$ cat config.mk
export PLATFORM = sky130hd
export DESIGN_NAME = muldiv_issue_ctrl
export DESIGN_NICKNAME = d
export VERILOG_FILES = /design/src/rtl/muldiv_issue_ctrl.sv
export SDC_FILE = /design/constraint.sdc
export NUM_CORES = 1
export LEC_CHECK = 0
export CORE_UTILIZATION = 39
export DETAILED_ROUTE_END_ITERATION = 10
export PLACE_DENSITY = 0.8
export SLEW_MARGIN = 20
export SYNTH_ARGS = -nofsm -noshare
export SYNTH_HDL_FRONTEND = slang
export SYNTH_SLANG_ARGS = --single-unit
$ cat constraint.sdc
create_clock -name clk -period 2.88 [get_ports clk]
set_clock_uncertainty 0.2 [all_clocks]
set_input_delay 0.576 -clock clk [delete_from_list [all_inputs] [get_ports clk]]
set_output_delay 0.576 -clock clk [all_outputs]
set_load 0.1 [all_outputs]
$ cat src/rtl/muldiv_issue_ctrl.sv
// Execute-stage issue/writeback controller for the M-extension mul_div unit.
// Optional 1-entry result cache enabled by defining MULDIV_RESULT_CACHE_EN.
package muldiv_issue_ctrl_pkg;
    localparam int unsigned XLEN_WIDTH = 32;

    typedef enum logic [4:0] {
        ALU_ADD, ALU_SUB, ALU_AND, ALU_OR, ALU_XOR, ALU_SLL, ALU_SRL, ALU_SRA,
        ALU_SLT, ALU_SLTU, ALU_MUL, ALU_DIV, ALU_DIVU, ALU_REM, ALU_REMU
    } alu_op_type;

    typedef struct packed {
        alu_op_type            op;
        logic [XLEN_WIDTH-1:0] rs1;
        logic [XLEN_WIDTH-1:0] rs2;
    } md_req_t;
endpackage

module muldiv_issue_ctrl
    import muldiv_issue_ctrl_pkg::*;
#(
    parameter int unsigned TIMEOUT_CYCLES = 64,
    parameter int unsigned RD_WIDTH       = 5
) (
    input  logic                  clk,
    input  logic                  reset,
    input  logic                  req_valid,
    input  alu_op_type            req_op,
    input  logic [XLEN_WIDTH-1:0] req_rs1,
    input  logic [XLEN_WIDTH-1:0] req_rs2,
    input  logic [RD_WIDTH-1:0]   req_rd,
    input  logic                  flush,
    output logic                  stall_o,
    output logic                  unit_start,
    output alu_op_type            unit_operation,
    output logic [XLEN_WIDTH-1:0] unit_operand1,
    output logic [XLEN_WIDTH-1:0] unit_operand2,
    input  logic [XLEN_WIDTH-1:0] unit_result,
    input  logic                  unit_ready,
    output logic                  wb_valid,
    input  logic                  wb_ready,
    output logic [RD_WIDTH-1:0]   wb_rd,
    output logic [XLEN_WIDTH-1:0] wb_data,
    output logic                  timeout_err
);
    localparam int unsigned CNT_WIDTH = $clog2(TIMEOUT_CYCLES + 1);
    localparam logic [CNT_WIDTH-1:0] CNT_LAST = CNT_WIDTH'(TIMEOUT_CYCLES - 1);
    localparam logic [CNT_WIDTH-1:0] CNT_MAX  = CNT_WIDTH'(TIMEOUT_CYCLES);

    typedef enum logic [2:0] {S_IDLE, S_ISSUE, S_WAIT, S_DONE, S_DRAIN} state_t;

    state_t                r_state, w_state_nxt;
    md_req_t               r_req;
    logic [RD_WIDTH-1:0]   r_rd;
    logic [XLEN_WIDTH-1:0] r_data;
    logic [CNT_WIDTH-1:0]  r_cnt;
    logic                  r_start;
    logic                  r_timeout_err;

    md_req_t               w_req_in;
    logic                  w_is_md;
    logic                  w_accept;
    logic                  w_capture;
    logic                  w_timeout;
    logic                  w_hit;
    logic [XLEN_WIDTH-1:0] w_hit_data;

    assign w_req_in = '{op: req_op, rs1: req_rs1, rs2: req_rs2};
    assign w_is_md  = req_valid &&
                      (req_op inside {ALU_MUL, ALU_DIV, ALU_DIVU, ALU_REM, ALU_REMU});

`ifdef MULDIV_RESULT_CACHE_EN
    // Single-entry memo of the last normally completed operation
    logic                  r_cache_vld;
    md_req_t               r_cache_key;
    logic [XLEN_WIDTH-1:0] r_cache_res;

    always_ff @(posedge clk) begin
        if (reset) begin
            r_cache_vld <= 1'b0;
            r_cache_key <= '0;
            r_cache_res <= '0;
        end else if (w_capture) begin
            r_cache_vld <= 1'b1;
            r_cache_key <= r_req;
            r_cache_res <= unit_result;
        end
    end

    assign w_hit      = r_cache_vld && (r_cache_key == w_req_in);
    assign w_hit_data = r_cache_res;
`else
    assign w_hit      = 1'b0;
    assign w_hit_data = '0;
`endif

    always_comb begin
        w_state_nxt = r_state;
        w_accept    = 1'b0;
        w_capture   = 1'b0;
        w_timeout   = 1'b0;
        stall_o     = 1'b0;
        wb_valid    = 1'b0;
        case (r_state)
            S_IDLE: begin
                stall_o = w_is_md && !flush;
                if (w_is_md && !flush) begin
                    w_accept    = 1'b1;
                    w_state_nxt = w_hit ? S_DONE : S_ISSUE;
                end
            end
            S_ISSUE: begin
                stall_o     = 1'b1;
                w_state_nxt = flush ? S_DRAIN : S_WAIT;
            end
            S_WAIT: begin
                stall_o = 1'b1;
                if (flush) begin
                    w_state_nxt = S_DRAIN;
                end else if (unit_ready) begin
                    w_capture   = 1'b1;
                    w_state_nxt = S_DONE;
                end else if (r_cnt == CNT_LAST) begin
                    w_timeout   = 1'b1;
                    w_state_nxt = S_DONE;
                end
            end
            S_DONE: begin
                stall_o  = !wb_ready;
                wb_valid = !flush;
                if (flush || wb_ready) w_state_nxt = S_IDLE;
            end
            S_DRAIN: begin
                stall_o = 1'b1;
                if (unit_ready) begin
                    w_state_nxt = S_IDLE;
                end else if (r_cnt == CNT_LAST) begin
                    w_timeout   = 1'b1;
                    w_state_nxt = S_IDLE;
                end
            end
            default: w_state_nxt = S_IDLE;
        endcase
    end

    always_ff @(posedge clk) begin
        if (reset) r_state <= S_IDLE;
        else       r_state <= w_state_nxt;
    end

    // Operand latch, result capture and watchdog counter
    always_ff @(posedge clk) begin
        if (reset) begin
            r_req         <= '{op: ALU_MUL, rs1: '0, rs2: '0};
            r_rd          <= '0;
            r_data        <= '0;
            r_cnt         <= '0;
            r_start       <= 1'b0;
            r_timeout_err <= 1'b0;
        end else begin
            r_start       <= (w_state_nxt == S_ISSUE);
            r_timeout_err <= w_timeout;
            if (w_accept) begin
                r_req <= w_req_in;
                r_rd  <= req_rd;
                if (w_hit) r_data <= w_hit_data;
            end
            if (w_capture)      r_data <= unit_result;
            else if (w_timeout) r_data <= '0;
            if ((w_state_nxt == S_WAIT  && r_state != S_WAIT) ||
                (w_state_nxt == S_DRAIN && r_state != S_DRAIN)) begin
                r_cnt <= '0;
            end else if ((r_state == S_WAIT || r_state == S_DRAIN) && r_cnt != CNT_MAX) begin
                r_cnt <= r_cnt + CNT_WIDTH'(1);
            end
        end
    end

    assign unit_start     = r_start;
    assign unit_operation = r_req.op;
    assign unit_operand1  = r_req.rs1;
    assign unit_operand2  = r_req.rs2;
    assign wb_rd          = r_rd;
    assign wb_data        = r_data;
    assign timeout_err    = r_timeout_err;
endmodule

==> results by group <==
Die
  • Io pins: 222
  • Initial Util: 0.406
  • Die area: 11,300 µm²
  • FP Rows: 37
  • Height of the die: 106 µm
  • Area of the core: 10,400 µm²
  • Chip Width: 106 µm

Pwr
  • Sw Ratio: 0.219
  • Sequential share of power: 0.391
  • Clock share of power: 0.512
  • Max IR drop VDD: 366 µV
  • P_sw: 0.931 mW
  • P_leak: 2.78 nW
  • Pwr dens: 611 nW/µm²
  • Comb pwr share: 0.097
  • Internal: 3.32 mW

Place
  • Dpl cell area: 6330 µm²
  • Post-DP HPWL: 8180 µm
  • Routability Congestion: 0.724
  • Number of port buffers: 221

Routing
  • Drt total wl: 11,800 µm
  • Iteration-0 DRC Markers: 229
  • ANT nets after route: 0
  • WL per Instance: 14.1 µm
  • DR DRC count: 0
  • Vias: 4,093
  • Vias/cell: 4.87
  • Drt first pass iters: 4

Setup path
  • Worst R2R Path Depth: 5
  • Flop-to-flop setup slack: 500 ps
  • Critical Path Source Type: primary input
  • WP data arrival: 2180 ps
  • Worst setup EP type: primary output
  • RR Startpoint: r_state[0]$_SDFF_PP0_
  • WS Path Type: primary input to primary output
  • WP data required: 2100 ps
  • CP max FO: 2
  • Crit path from: flush
  • RR Endpoint: unit_operand2[12]$_SDFFE_PP0P_
  • Worst Setup EP: stall_o

Timing
  • Setup_tns: -75.5 ps
  • Slew Limit Fails: 0
  • Period utilization: 1.03
  • Slew @ Worst Pin: 760 ps
  • FMAX: 0.338 GHz
  • Final Hold Viols: 0
  • Unrepaired setup endpoints after global routing: yes
  • Slew Limit Headroom: 0.493
  • Final setup viols: 1
  • Final Critical Period: 2960 ps
  • Worst hold slack: 241 ps
  • Setup slack after layout: -75.5 ps

Clock network
  • Hold_buf cts: 0
  • Clock-pin slew on the worst setup and hold paths: 50 ps
  • Clk Latency, worst-skew pair: 510 ps
  • TritonCTS clock tree: done
  • CTS buffer count: 17
  • Setup Fix Bufs, Post-CTS: 0
  • H-tree depth: 4
  • Total clock sinks: 118
  • CTS root buf: clkbuf_8
  • CTS Buffer Depth: 2

Hold path
  • Hold WC Path Type: register to register
  • Hold path depth: 1

Synth
  • Top FF cell, synth: dfxtp_1
  • Syn_area_per_cell: 8.94 µm²
  • Mapped Cells: 473
  • Syn nets: 587
  • Yosys warns: 0
  • Post-synthesis register bit count: 118
  • Synth async-reset ratio: 0
  • Seq/Total Area, Yosys: 0.559
  • Synth Cell Area: 4230 µm²
  • Unique masters post-synth: 39
  • Post-synth EDFFs: 0

Final layout
  • Fin area: 6970 µm²
  • Flip-flop and latch area: 2360 µm²
  • Area of the multi-input gates: 1690 µm²
  • Share of layout cells above drive strength 1: 0.234
  • Final #Nets: 806
  • Diodes inserted: 0
  • Area Overhead vs Synth: 64.8%
  • Fillcell total: 839

Global route
  • Gr usage total: 0.206
  • Largest net degree at the start of global routing: 76
  • Global route total overflow: 0
  • First-pass GRT wire length: 18,400 µm
  • Initial antenna violation count: 0
  • Vias in the first global route: 3,855

Run
  • Max-cap violation count: 0

Run status
  • Failing checks: negative setup slack
  • Status: complete, but fails checks
## cell families (layout without fill, tap and decap cells)
kind of cell | Yosys count | after routing | synth area share
adder cells (fa/ha/maj) | 2 | 2 | 0.00592
XOR/XNOR | 7 | 7 | 0.0145
AND/OR/NAND/NOR | 185 | 185 | 0.184
buffers and inverters | 41 | 272 | 0.0545
AO/OA/AOI/OAI | 118 | 118 | 0.177
flip-flops | 118 | 118 | 0.559
multiplexers | 2 | 2 | 0.00503
## worst max-delay path, cell delays in order
cell and delay, ps:
clkdlybuf4s50_1 430, or4_4 440, nor4_4 200, nor4_2 90
a221oi_4 230, buf_12 210
## worst min-delay path by stage
stage	startpoint	endpoint
floorplan	r_cnt[5]$_SDFFE_PP0P_	r_cnt[5]$_SDFFE_PP0P_
global route	unit_operand1[13]$_SDFFE_PP0P_	unit_operand1[13]$_SDFFE_PP0P_
CTS	unit_operation[3]$_SDFFE_PP1P_	unit_operation[3]$_SDFFE_PP1P_
global placement	unit_operation[3]$_SDFFE_PP1P_	unit_operation[3]$_SDFFE_PP1P_
finish	unit_operation[3]$_SDFFE_PP1P_	unit_operation[3]$_SDFFE_PP1P_
detailed placement	unit_operation[3]$_SDFFE_PP1P_	unit_operation[3]$_SDFFE_PP1P_
## metal layers
metal  wire [µm]  global-route usage  vias up
met5           0                   0        -
met4         102              0.0575        0
met3         721              0.0595       14
met2        5950               0.354      149
met1        5070               0.248     1899
li1            -                   -     2031
## placed cells by master (no fill, tap or decap), types with 2 or more instances in the layout
cell             netlist  layout
clkbuf_16              0      16
a21oi_1               71      71
dfxtp_1              118     118
ha_1                   2       2
o21ai_0                3       3
nor2b_1                2       2
clkbuf_8               0       5
inv_1                  6       6
o31a_1                 2       2
buf_12                 0       5
nor3_1                 3       3
nand2_1              147     147
nand3_1                2       2
nand2b_1               2       2
buf_4                  5     119
nor4_1                 4       3
clkinv_2               0       4
nor2_1                13      12
nor4_4                 0       2
xnor2_1                7       7
nand3b_1               2       2
bufinv_16              0       4
clkdlybuf4s50_1        0     110
a22o_1                32      32
## sequential cells by signal (all words and copies together) (netlist names)
signal and cells:
r_state 3, unit_operand2 32, r_cnt 7, wb_data 32, unit_operation 5, unit_operand1 32, unit_start 1, wb_rd 5
timeout_err 1
## synthesized netlist by cell type, types with 2 or more instances
cell type  count  area [µm²]
nand2_1      147         552
dfxtp_1      118        2360
a21oi_1       71         355
a22o_1        32         280
clkbuf_1      18        67.6
nor2_1        13        48.8
buf_6          7        78.8
xnor2_1        7        61.3
inv_1          6        22.5
buf_4          5        37.5
buf_2          4        20.0
nor4_1         4        25.0
nor3_1         3        15.0
o21ai_0        3        15.0
a221oi_1       2        17.5
a31oi_1        2        12.5
ha_1           2        25.0
nand2b_1       2        12.5
nand3_1        2        10.0
nand3b_1       2        15.0
nor2b_1        2        12.5
nor4_2         2        25.0
o31a_1         2        17.5
or4_1          2        15.0
## cell type report
type                       count  area share
inverter                       6     0.00323
multi-input combinational    314       0.243
tap                          136      0.0244
clock inverter                 9      0.0212
clock buffer                  22      0.0679
sequential                   118       0.339
timing repair buffer         235       0.301
## power by group through the flow
stage | registers, mW | clock network [mW] | logic [mW]
5_1_grt | 1.66 | 2.31 | 0.432
3_5_place_dp | 1.70 | 0 | 0.410
4_1_cts | 1.66 | 2.22 | 0.414
3_3_place_gp | 1.70 | 0 | 0.406
2_1_floorplan | 1.82 | 0 | 0.0783
6_report | 1.66 | 2.18 | 0.412
## through the flow
step	power, mW	cells	setup slack [ps]	util
global placement	2.10	809	-125	0.608
floorplan	1.90	473	-226	-
global route	4.41	840	-148	0.669
detailed placement	2.11	809	-138	0.608
CTS	4.30	840	-91.4	0.669
finish	4.25	840	-75.5	0.669
## what timing repair did
item	in CTS	in global routing
resized for setup	2	0
pin swaps	0	0
setup endpoints to repair	1	1
(Power assumes the default switching activity.)
